<file path="src/rtl/snn_frame_ctrl.sv">
// Frame controller: unpacks a UART byte stream into pixels, loads the input RAM,
// runs snn_core and returns the digit over UART. Optional abort watchdog: TIMEOUT_EN.
module snn_frame_ctrl #(
    parameter int NUM_PIXELS     = 784,
    parameter int PIX_W          = 1,
    parameter int ADDR_W         = 10,
    parameter int TIMEOUT_CYCLES = 5000000
) (
    input  logic              clk,
    input  logic              rst,
    input  logic              rx_rdy,
    input  logic [7:0]        rx_data,
    output logic              ram_we,
    output logic [ADDR_W-1:0] ram_addr,
    output logic [PIX_W-1:0]  ram_wdata,
    input  logic [ADDR_W-1:0] core_addr,
    output logic              core_start,
    input  logic              core_done,
    input  logic [7:0]        core_digit,
    output logic              tx_start,
    output logic [7:0]        tx_data,
    input  logic              tx_rdy,
    output logic [7:0]        led,
    output logic              busy,
    output logic              overrun,
    output logic              timeout
);

    localparam int PPB   = 8 / PIX_W;
    localparam int SUB_W = (PPB > 1) ? $clog2(PPB) : 1;
    localparam logic [ADDR_W-1:0] LAST_PIX = ADDR_W'(NUM_PIXELS - 1);
    localparam logic [SUB_W-1:0]  LAST_SUB = SUB_W'(PPB - 1);

    localparam logic [2:0] S_IDLE    = 3'd0;
    localparam logic [2:0] S_LOAD    = 3'd1;
    localparam logic [2:0] S_START   = 3'd2;
    localparam logic [2:0] S_PREDICT = 3'd3;
    localparam logic [2:0] S_TX_REQ  = 3'd4;
    localparam logic [2:0] S_TX_WAIT = 3'd5;

    logic [2:0]        state;
    logic [7:0]        hold, pend;
    logic              hold_vld, pend_vld;
    logic [ADDR_W-1:0] pix_cnt;
    logic [SUB_W-1:0]  sub;
    logic              seen_low;

    logic wr, last, cons, rx_blocked;

    assign wr         = (state == S_LOAD) && hold_vld;
    assign last       = wr && (pix_cnt == LAST_PIX);
    assign cons       = wr && ((sub == LAST_SUB) || (pix_cnt == LAST_PIX));
    assign rx_blocked = (state == S_START) || (state == S_PREDICT) ||
                        (state == S_TX_REQ) || (state == S_TX_WAIT);

    assign ram_we     = wr;
    assign ram_addr   = (state == S_IDLE || state == S_LOAD) ? pix_cnt : core_addr;
    assign ram_wdata  = hold[int'(sub)*PIX_W +: PIX_W];
    assign core_start = (state == S_START);
    assign tx_start   = (state == S_TX_REQ) && tx_rdy;
    assign busy       = (state != S_IDLE);

`ifdef TIMEOUT_EN
    localparam int TO_W = $clog2(TIMEOUT_CYCLES + 1);
    localparam logic [TO_W-1:0] TO_LAST = TO_W'(TIMEOUT_CYCLES - 1);
    logic [TO_W-1:0] idle_cnt;
    logic            to_flag;
    assign timeout = to_flag;
`else
    // the watchdog limit only matters when the abort logic is built in
    logic unused_to_cfg;
    assign unused_to_cfg = (TIMEOUT_CYCLES > 0);
    assign timeout       = 1'b0;
`endif

    always_ff @(posedge clk or posedge rst) begin
        if (rst) begin
            state    <= S_IDLE;
            hold     <= '0;
            pend     <= '0;
            hold_vld <= 1'b0;
            pend_vld <= 1'b0;
            pix_cnt  <= '0;
            sub      <= '0;
            seen_low <= 1'b0;
            tx_data  <= '0;
            led      <= '0;
            overrun  <= 1'b0;
`ifdef TIMEOUT_EN
            idle_cnt <= '0;
            to_flag  <= 1'b0;
`endif
        end else begin
            if (rx_rdy && rx_blocked)
                overrun <= 1'b1;

            case (state)
                S_IDLE: begin
`ifdef TIMEOUT_EN
                    idle_cnt <= '0;
`endif
                    if (rx_rdy) begin
                        hold     <= rx_data;
                        hold_vld <= 1'b1;
                        pend_vld <= 1'b0;
                        pix_cnt  <= '0;
                        sub      <= '0;
                        state    <= S_LOAD;
                    end
                end

                S_LOAD: begin
                    if (wr) begin
                        pix_cnt <= pix_cnt + 1'b1;
                        sub     <= cons ? '0 : sub + 1'b1;
                    end
                    if (last) begin
                        // leftover high pixels of the final byte and any queued byte are discarded
                        hold_vld <= 1'b0;
                        pend_vld <= 1'b0;
                        pix_cnt  <= '0;
                        state    <= S_START;
                    end else begin
                        if (cons) begin
                            if (pend_vld) begin
                                hold     <= pend;
                                pend_vld <= 1'b0;
                                if (rx_rdy) overrun <= 1'b1;
                            end else if (rx_rdy) begin
                                hold <= rx_data;
                            end else begin
                                hold_vld <= 1'b0;
                            end
                        end else if (rx_rdy) begin
                            if (!hold_vld) begin
                                hold     <= rx_data;
                                hold_vld <= 1'b1;
                            end else if (!pend_vld) begin
                                pend     <= rx_data;
                                pend_vld <= 1'b1;
                            end else begin
                                overrun <= 1'b1;
                            end
                        end
`ifdef TIMEOUT_EN
                        if (rx_rdy) begin
                            idle_cnt <= '0;
                        end else if (!hold_vld) begin
                            if (idle_cnt == TO_LAST) begin
                                state    <= S_IDLE;
                                hold_vld <= 1'b0;
                                pend_vld <= 1'b0;
                                pix_cnt  <= '0;
                                sub      <= '0;
                                idle_cnt <= '0;
                                to_flag  <= 1'b1;
                            end else begin
                                idle_cnt <= idle_cnt + 1'b1;
                            end
                        end
`endif
                    end
                end

                S_START: state <= S_PREDICT;

                S_PREDICT: begin
                    if (core_done) begin
                        tx_data <= core_digit;
                        led     <= core_digit;
                        state   <= S_TX_REQ;
                    end
                end

                S_TX_REQ: begin
                    if (tx_rdy) begin
                        seen_low <= 1'b0;
                        state    <= S_TX_WAIT;
                    end
                end

                S_TX_WAIT: begin
                    // require a full busy period from the transmitter before releasing
                    if (!tx_rdy) begin
                        seen_low <= 1'b1;
                    end else if (seen_low) begin
                        seen_low <= 1'b0;
                        state    <= S_IDLE;
                    end
                end

                default: state <= S_IDLE;
            endcase
        end
    end

endmodule

</file>
<file path="config.mk">
export PLATFORM = sky130hd
export DESIGN_NAME = snn_frame_ctrl
export DESIGN_NICKNAME = d
export VERILOG_FILES = /design/src/rtl/snn_frame_ctrl.sv
export SDC_FILE = /design/constraint.sdc
export NUM_CORES = 1
export LEC_CHECK = 0
export CORE_ASPECT_RATIO = 0.8
export CORE_MARGIN = 2
export CORE_UTILIZATION = 50
export CTS_CLUSTER_SIZE = 20
export DETAILED_ROUTE_END_ITERATION = 6
export PLACE_DENSITY_LB_ADDON = 0.15
export SYNTH_ARGS = -nofsm -noshare
export SYNTH_HDL_FRONTEND = slang
export SYNTH_SLANG_ARGS = --single-unit
</file>
<file path="constraint.sdc">
create_clock -name clk -period 3.9 [get_ports clk]
set_input_delay 0.78 -clock clk [delete_from_list [all_inputs] [get_ports clk]]
set_output_delay 0.78 -clock clk [all_outputs]
set_load 0.005 [all_outputs]
</file>
**Word-level counts from Yosys, hierarchy flattened**

Index checks and enable logic that the tools add are counted.
Widths: inputs -> output; s select.

- Add/sub/neg operators: 2
- Eq/ne operators: 22
- Shifts and indexed selects: 1
- Mux-type cells: 47
- Bitwise gates (word level): 3
- Reductions and logical operators: 23

Operator list:

| cell | number |
|---|---|
| $mux 8 | 6 |
| $mux 10 | 4 |
| $mux 3 | 9 |
| $mux 1 | 21 |
| $pmux 10 s2 | 1 |
| $pmux 3 s6 | 1 |
| $ne 2x2->1 const B | 8 |
| $ne 4x4->1 const B | 4 |
| $pmux 8 s2 | 1 |
| $reduce_and 6->1 | 2 |
| $add 10x1->10 const B | 1 |
| $eq 10x10->1 const B | 1 |
| $eq 3x3->1 const B | 3 |
| $ne 3x3->1 const B | 3 |
| $reduce_and 3->1 | 3 |
| $reduce_and 4->1 | 2 |
| $shiftx 8x4->1 | 1 |
| $eq 3x2->1 const B | 2 |
| $pmux 1 s2 | 3 |
| $pmux 3 s2 | 1 |
| $logic_and 1x1->1 | 5 |
| $logic_or 1x1->1 | 5 |
| $reduce_and 2->1 | 2 |
| $reduce_bool 2->1 | 2 |
| other kinds (5) | 7 |

- Register bits: 44
- Input port bits: 31
- Word-level logic and storage cells: 108

**Longest topological paths before layout**

Gate-level depths: netlist of run 1.

- Depth in word-level cells: 12
- Gate-level depth with buffers: 8
- Gate-level depth less buffers: 7

**Worst setup path after synthesis of run 1**

OpenSTA, ideal clock, no wires.

- Path type: register to output
- Start: register state[1]
- End: output port ram_addr[1]
- Data arrival time: 1.551 ns
- Data required time: 3.120 ns
- Slack: 1.569 ns
- Stages on the path, launching flop included: 6
- Buffers on the path: 2
- Path through: dfrtp_1 buf_2 clkinv_1 ha_1 clkbuf_1 mux2_2

- Longest elaborated chain between the ends: 3

Ends and longest elaborated chain:

| element | RTL line | source |
|---|---|---|
| start, declared | 41 | `logic [2:0] state;` |
| start signal, assigned | 78 | `state <= S_IDLE;` |
| start signal, assigned | 108 | `state <= S_LOAD;` |
| start signal, assigned | 122 | `state <= S_START;` |
| $eq 3x1->1 / $logic_not 3->1 (equally long branches) | 57 | `assign ram_addr = (state == S_IDLE \|\| state == S_LOAD) ? pix_cnt : core_addr;` |
| $logic_or 1x1->1 (*) | 57 |  |
| $mux 10 (*) | 57 |  |
| end, declared | 14 | `output logic [ADDR_W-1:0] ram_addr,` |

Mark *: on every way between the ends. The rest lies on a longest branch, timed or not.

**Worst setup path after layout of run 1**

- Start: register state[2]
- End: output port ram_addr[2]

Same word-level chain as after synthesis.

==> flow_summary_export.csv, run 1 <==
group,metric,value,unit
cts,cts_buffer_depth,2,
global_routing,grt_pass1_vias,1841,
synthesis,synth_fp_nets,277,
sta,fmax,319,MHz
sta,tns,0,ps
global_routing,grt_pass1_wl,8.98,mm
sta,rsz0062_at_grt,"no",
cts,root_buffer,"clkbuf_8",
layout,fin_area,3240,um2
floorplan,start_util,51.3,%
job,drv_cap,0,
run_status,status,"finished, final reports clean",
power_and_ir_drop,p_leak,1.39,nW
synthesis,async_flop_share,100,%
worst_setup_path,rr_startpoint,"state[2]",
sta,slew_headroom,59.4,%
route,drtAntennaViolNets,0,
route,via_per_inst,5.60,
worst_setup_path,cp.arrival,2350,ps
worst_setup_path,worstSetupStartpoint,"state[2]",
cts,ctsResizeCount,0,
route,drtIter0Drc,90,
worst_setup_path,required,3120,ps
sta,slew_violations,0,
sta,worst_pin_slew,603,ps
placement,postPlaceCellArea,3130,um2
synthesis,syn_area,2540,um2
synthesis,synth_seq_cells,44,
worst_setup_path,crit_path_max_incr_delay,560,ps
worst_setup_path,cp_cell_sequence,"inv_2 > ha_1 > mux2_2 > clkdlybuf4s50_1",
cts,cts_buffers,5,
cts,cts_tree,"yes",
global_routing,grt_max_degree,45,
synthesis,synthFlopType,"dfrtp_1",
layout,layout.nets,330,
worst_setup_path,r2r_cells,6,
sta,skew,7.23,ps
synthesis,netlist_instances,242,
hold_path,whs_path_depth,2,
power_and_ir_drop,sw_frac_of_total,36.8,%
placement,dp.cells,350,
worst_setup_path,r2r_slack,1660,ps
route,drt-total-wl,5.37,mm
sta,hold_viol,0,
power_and_ir_drop,power_switching,0.862,mW
power_and_ir_drop,irDropWorstVdd,0.393,mV
floorplan,std_cell_rows,23,
global_routing,grt_usage,20.3,%
cts,clk_pin_slew_worst_paths,80,ps
placement,hpwl,3.94,mm
worst_setup_path,crit_end,"ram_addr[2]",
synthesis,synth_area_per_cell,10.5,um2
route,routedWlPerCell,15.0,um
synthesis,yosys.area.top_type,"dfrtp_1",
layout,synthToLayoutAreaGrowth,27.5,%
synthesis,ys.warnings.count,0,
power_and_ir_drop,p_per_area,723,nW/um2
floorplan,die_w,83.7,um
layout,finalNonFillerCells,358,
worst_setup_path,cp_slowest_cell,"ha_1",
route,firstDrtPassIters,4,
cts,cts_hold_buf,0,
power_and_ir_drop,totalPowerFinal,2.34,mW
sta,period_share,80.3,%
cts,cts_setup_buffers,0,
floorplan,dieArea,5670,um2
layout,final_core_util,65.4,%
cts,htree_levels,2,
power_and_ir_drop,p_seq_share,33.6,%
placement,portBuffers,62,
cts,clock_latency,300,ps
global_routing,overflow,0,
synthesis,ys_seq_area_share,43.4,%
synthesis,synth_top_cell_area_share,43.4,%
hold_path,hold_path_class,"reg2reg",
route,num_vias,2004,
floorplan,core-area,4950,um2
sta,setup_viol_count_final,0,
worst_setup_path,crit_path_max_fanout,13,
layout,antenna_cells,0,
power_and_ir_drop,p_clk_share,14.6,%
worst_setup_path,r2r-end,"pix_cnt[9]",
synthesis,synth_commonest_cells,"44 x dfrtp_1, 29 x nand2_1, 19 x mux2_2, 17 x o21ai_1, 14 x nor2_1",
floorplan,fp.dieH,67.7,um
worst_setup_path,worst-setup-path-type,"reg2out",
synthesis,yosysUniqueCellTypes,47,
synthesis,synth_edf_count,0,
sta,layout_min_cycle_time,3130,ps
placement,gp_congestion,0.866,
route,route.detailed.drc,0,
worst_setup_path,endpoint_kind,"output port",
cts,cts_sinks,44,
hold_path,worstHoldStart,"hold[6]",
floorplan,io_pins,64,
layout,final_layout_size_suffix_gt1_share,14.9,%
synthesis,synth.most_common_cell,"dfrtp_1",
power_and_ir_drop,comb_power_share,51.8,%
power_and_ir_drop,p_int,1.48,mW
synthesis,synth.area.top_cells,"dfrtp_1 43%, mux2_2 8.4%, nand2_1 4.3%, mux2_1 3.5%, o21ai_1 3.4%",
global_routing,antenna_found_initial,0,
worst_setup_path,startpoint_type,"flop",
sequential cells by signal, indices dropped and copies added (netlist names):
register,flops
pend_vld,1
hold,8
seen_low,1
state,3
hold_vld,1
overrun,1
pix_cnt,10
led,8
sub,3
pend,8
layout by cell type (no fill, tap or decap), types with 2 or more instances in the layout:
master	count
mux2_2	19
and3_1	4
mux2i_1	2
o31ai_1	2
dfrtp_1	44
nand2_1	29
buf_4	2
clkbuf_8	5
clkdlybuf4s50_1	62
nor3_1	4
xnor2_1	2
a32o_1	2
o21ai_0	4
nor2b_1	9
nor2_1	14
mux4_2	2
nor3_2	2
o21ai_1	17
a21oi_1	13
nand3_1	6
a221oi_1	8
inv_2	2
nand2b_1	3
mux2_1	8
nand4b_4	2
inv_1	3
ha_1	4
stage by stage:
step / setup slack (ps) / hold slack [ps]
floorplan: 1570 / 450
global placement: 1120 / 452
detailed placement: 1090 / 476
CTS: 745 / 495
global route: 614 / 518
finish: 767 / 490
cell type report:
cell class	instances	area (um2)
Clock buffer	6	72.6
Clock inverter	2	35.0
Fill cell	420	1710
Inverter	6	22.5
Multi-Input combinational cell	174	1290
Sequential cell	44	1100
Tap cell	62	77.6
Timing Repair Buffer	64	636
worst max-delay path: cells and delay by family, from the launching register on:
kind	cells	cell delay, ps
flops	1	490
buf+inv	2	610
fa+ha+maj	1	560
mux	1	400
kinds of logic (layout without fill, tap and decap cells):
family                   after synthesis  count (layout)  share of synthesized area (%)
flip-flops                            44              44                           43.4
AO/OA/AOI/OAI                         54              54                           14.8
adder cells (fa/ha/maj)                4               4                           1.97
other                                  1               1                          0.148
multiplexers                          31              31                           14.5
AND/OR/NAND/NOR                       82              82                           18.8
buffers and inverters                 24              78                           5.72
XOR/XNOR                               2               2                          0.690
power groups by stage:
stage / logic, mW / clock network, mW / registers (mW)
2_1_floorplan: 0.858 / 0 / 0.728
3_3_place_gp: 1.20 / 0 / 0.788
6_report: 1.21 / 0.341 / 0.786
3_5_place_dp: 1.22 / 0 / 0.794
5_1_grt: 1.34 / 0.370 / 0.820
4_1_cts: 1.22 / 0.351 / 0.785
worst min path at each step:
stage,to,slack (ps)
after CTS,hold[3],500
after global routing,pend[1],520
after global placement,overrun,450
after detailed placement,hold[3],480
final,hold[6],490
after floorplan,hold[2],450
metal layers:
| layer | vias to the layer above | track usage [%] | part of all wire (%) |
|---|---|---|---|
| met5 | - | 0 | 0 |
| met4 | 0 | 6.85 | 0.74 |
| met3 | 4 | 5.01 | 5.8 |
| met2 | 61 | 30.4 | 43 |
| met1 | 970 | 29.2 | 50 |
| li1 | 969 | - | - |
No activity file was read; power rests on OpenSTA's default activity.
==> run 2: changes to the inputs <==
Settings changed: CORE_UTILIZATION 50 to 49.
Clock period 3.9 ns to 3.2 ns, I/O delays scaled along.
==> run 2 against run 1 <==
Effect of this change: sequential power increased by 22%; via count rose by 0.95%; total power is 20% higher; core utilization fell by 0.75 points; hold slack got worse by 20 ps; critical endpoint is now ram_addr[3]; largest power group unchanged.
==> flow_summary_export.csv, run 2 (synthesis results as in run 1) <==
group,metric,value,unit
run_status,status,"finished, final reports clean",
floorplan,start_util,50.7,%
power_and_ir_drop,irDropWorstVdd,0.430,mV
sta,fmax,330,MHz
placement,postPlaceCellArea,3140,um2
worst_setup_path,cp_slowest_cell,"ha_1",
layout,layout_commonest_cell,"clkdlybuf4s50_1",
route,drtAntennaViolNets,0,
cts,cts_tree,"yes",
cts,clock_latency,300,ps
floorplan,fp.dieH,68.4,um
sta,period_share,94.7,%
cts,ctsResizeCount,0,
layout,top_register,"pix_cnt",
worst_setup_path,crit_path_max_incr_delay,570,ps
global_routing,grt_usage,20.1,%
floorplan,die_w,84.5,um
worst_setup_path,cp.arrival,2390,ps
route,num_vias,2023,
cts,cts_setup_buffers,0,
power_and_ir_drop,p_clk_share,12.8,%
global_routing,grt_pass1_vias,1829,
layout,synthToLayoutAreaGrowth,27.5,%
global_routing,overflow,0,
job,drv_cap,0,
power_and_ir_drop,p_int,1.76,mW
global_routing,grt_pass1_wl,9.00,mm
power_and_ir_drop,p_seq_share,34.1,%
sta,rsz0062_at_grt,"no",
route,route.detailed.drc,0,
worst_setup_path,required,2560,ps
worst_setup_path,worst-setup-path-type,"reg2out",
worst_setup_path,startpoint_type,"flop",
power_and_ir_drop,power_switching,1.06,mW
cts,clk_pin_slew_worst_paths,80,ps
placement,hpwl,4.08,mm
power_and_ir_drop,p_per_area,871,nW/um2
power_and_ir_drop,sw_frac_of_total,37.7,%
layout,final_layout_size_suffix_gt1_share,15.8,%
placement,gp_congestion,0.848,
floorplan,io_pins,64,
layout,layout.nets,332,
floorplan,core-area,5010,um2
cts,cts_hold_buf,0,
sta,setup_viol_count_final,0,
sta,skew,9.73,ps
route,drt-total-wl,5.48,mm
sta,hold_viol,0,
global_routing,antenna_found_initial,0,
power_and_ir_drop,p_leak,1.39,nW
floorplan,dieArea,5780,um2
route,drtIter0Drc,76,
worst_setup_path,endpoint_kind,"output port",
power_and_ir_drop,totalPowerFinal,2.82,mW
worst_setup_path,r2r_slack,820,ps
layout,largest_reg_flops,10,
worst_setup_path,crit_path_max_fanout,13,
cts,cts_buffer_depth,2,
sta,fin_ws,169,ps
route,via_per_inst,5.62,
sta,worst_pin_slew,625,ps
sta,slew_violations,0,
cts,cts_sinks,44,
layout,fin_area,3240,um2
worst_setup_path,cp_cell_sequence,"inv_2 > ha_1 > mux2_2 > clkdlybuf4s50_1",
route,firstDrtPassIters,4,
floorplan,std_cell_rows,23,
placement,portBuffers,62,
cts,htree_levels,2,
sta,slew_headroom,58.3,%
global_routing,grt_max_degree,45,
route,routedWlPerCell,15.2,um
cts,cts_buffers,5,
power_and_ir_drop,comb_power_share,53.1,%
sta,layout_min_cycle_time,3030,ps
layout,mostFrequentLayoutCells,"62 x clkdlybuf4s50_1, 44 x dfrtp_1, 29 x nand2_1",
cts,root_buffer,"clkbuf_8",
placement,pre_cts_ws,482,ps
sta,tns,0,ps
hold_path,hold_path_class,"reg2reg",
layout,antenna_cells,0,
layout,final_core_util,64.6,%
-- run 2: per-layer routing --
layer | vias up | GRT usage (%) | share of wire, %
met4 | 0 | 7.74 | 1.3
met3 | 7 | 4.46 | 6.1
li1 | 983 | - | -
met2 | 63 | 28.3 | 41
met1 | 970 | 30.1 | 51
met5 | - | 0 | 0
-- run 2: worst max-delay path: cells and delay by family (launching register included) --
| kind | cells | cell delay, ps |
|---|---|---|
| flip-flops | 1 | 500 |
| adder cells (fa/ha/maj) | 1 | 570 |
| multiplexers | 1 | 410 |
| buffers and inverters | 2 | 610 |
-- run 2: final cells by class --
type,count,area [um2]
fill,430,1770
tap,62,77.6
clock inverter,2,10.0
multi-input combinational,174,1290
inverter,6,22.5
sequential,44,1100
timing repair buffer,66,651
clock buffer,6,82.6
-- run 2: worst paths after layout --
check                               to  startpoint  depth (start not counted)
max reg2reg                 pix_cnt[9]    state[2]                          7
min in group asynchronous       led[5]         rst                          3
min reg2reg                    overrun     overrun                          1
min                            overrun     overrun                          1
max                        ram_addr[3]    state[2]                          4
max in group asynchronous   pix_cnt[6]         rst                          3
-- run 2: stage by stage --
| stage | hold WS, ps | std cells |
|---|---|---|
| 2_1_floorplan | 450 | 242 |
| 3_5_place_dp | 456 | 352 |
| 4_1_cts | 480 | 360 |
| 5_1_grt | 511 | 360 |
| 6_report | 470 | 360 |
| 3_3_place_gp | 453 | 352 |
-- run 2: power by group through the flow --
stage | Clock [mW] | Combinational, mW | Sequential [mW]
finish | 0.361 | 1.50 | 0.961
CTS | 0.370 | 1.51 | 0.960
detailed placement | 0 | 1.51 | 0.971
global placement | 0 | 1.48 | 0.957
global route | 0.395 | 1.64 | 0.994
floorplan | 0 | 1.05 | 0.887
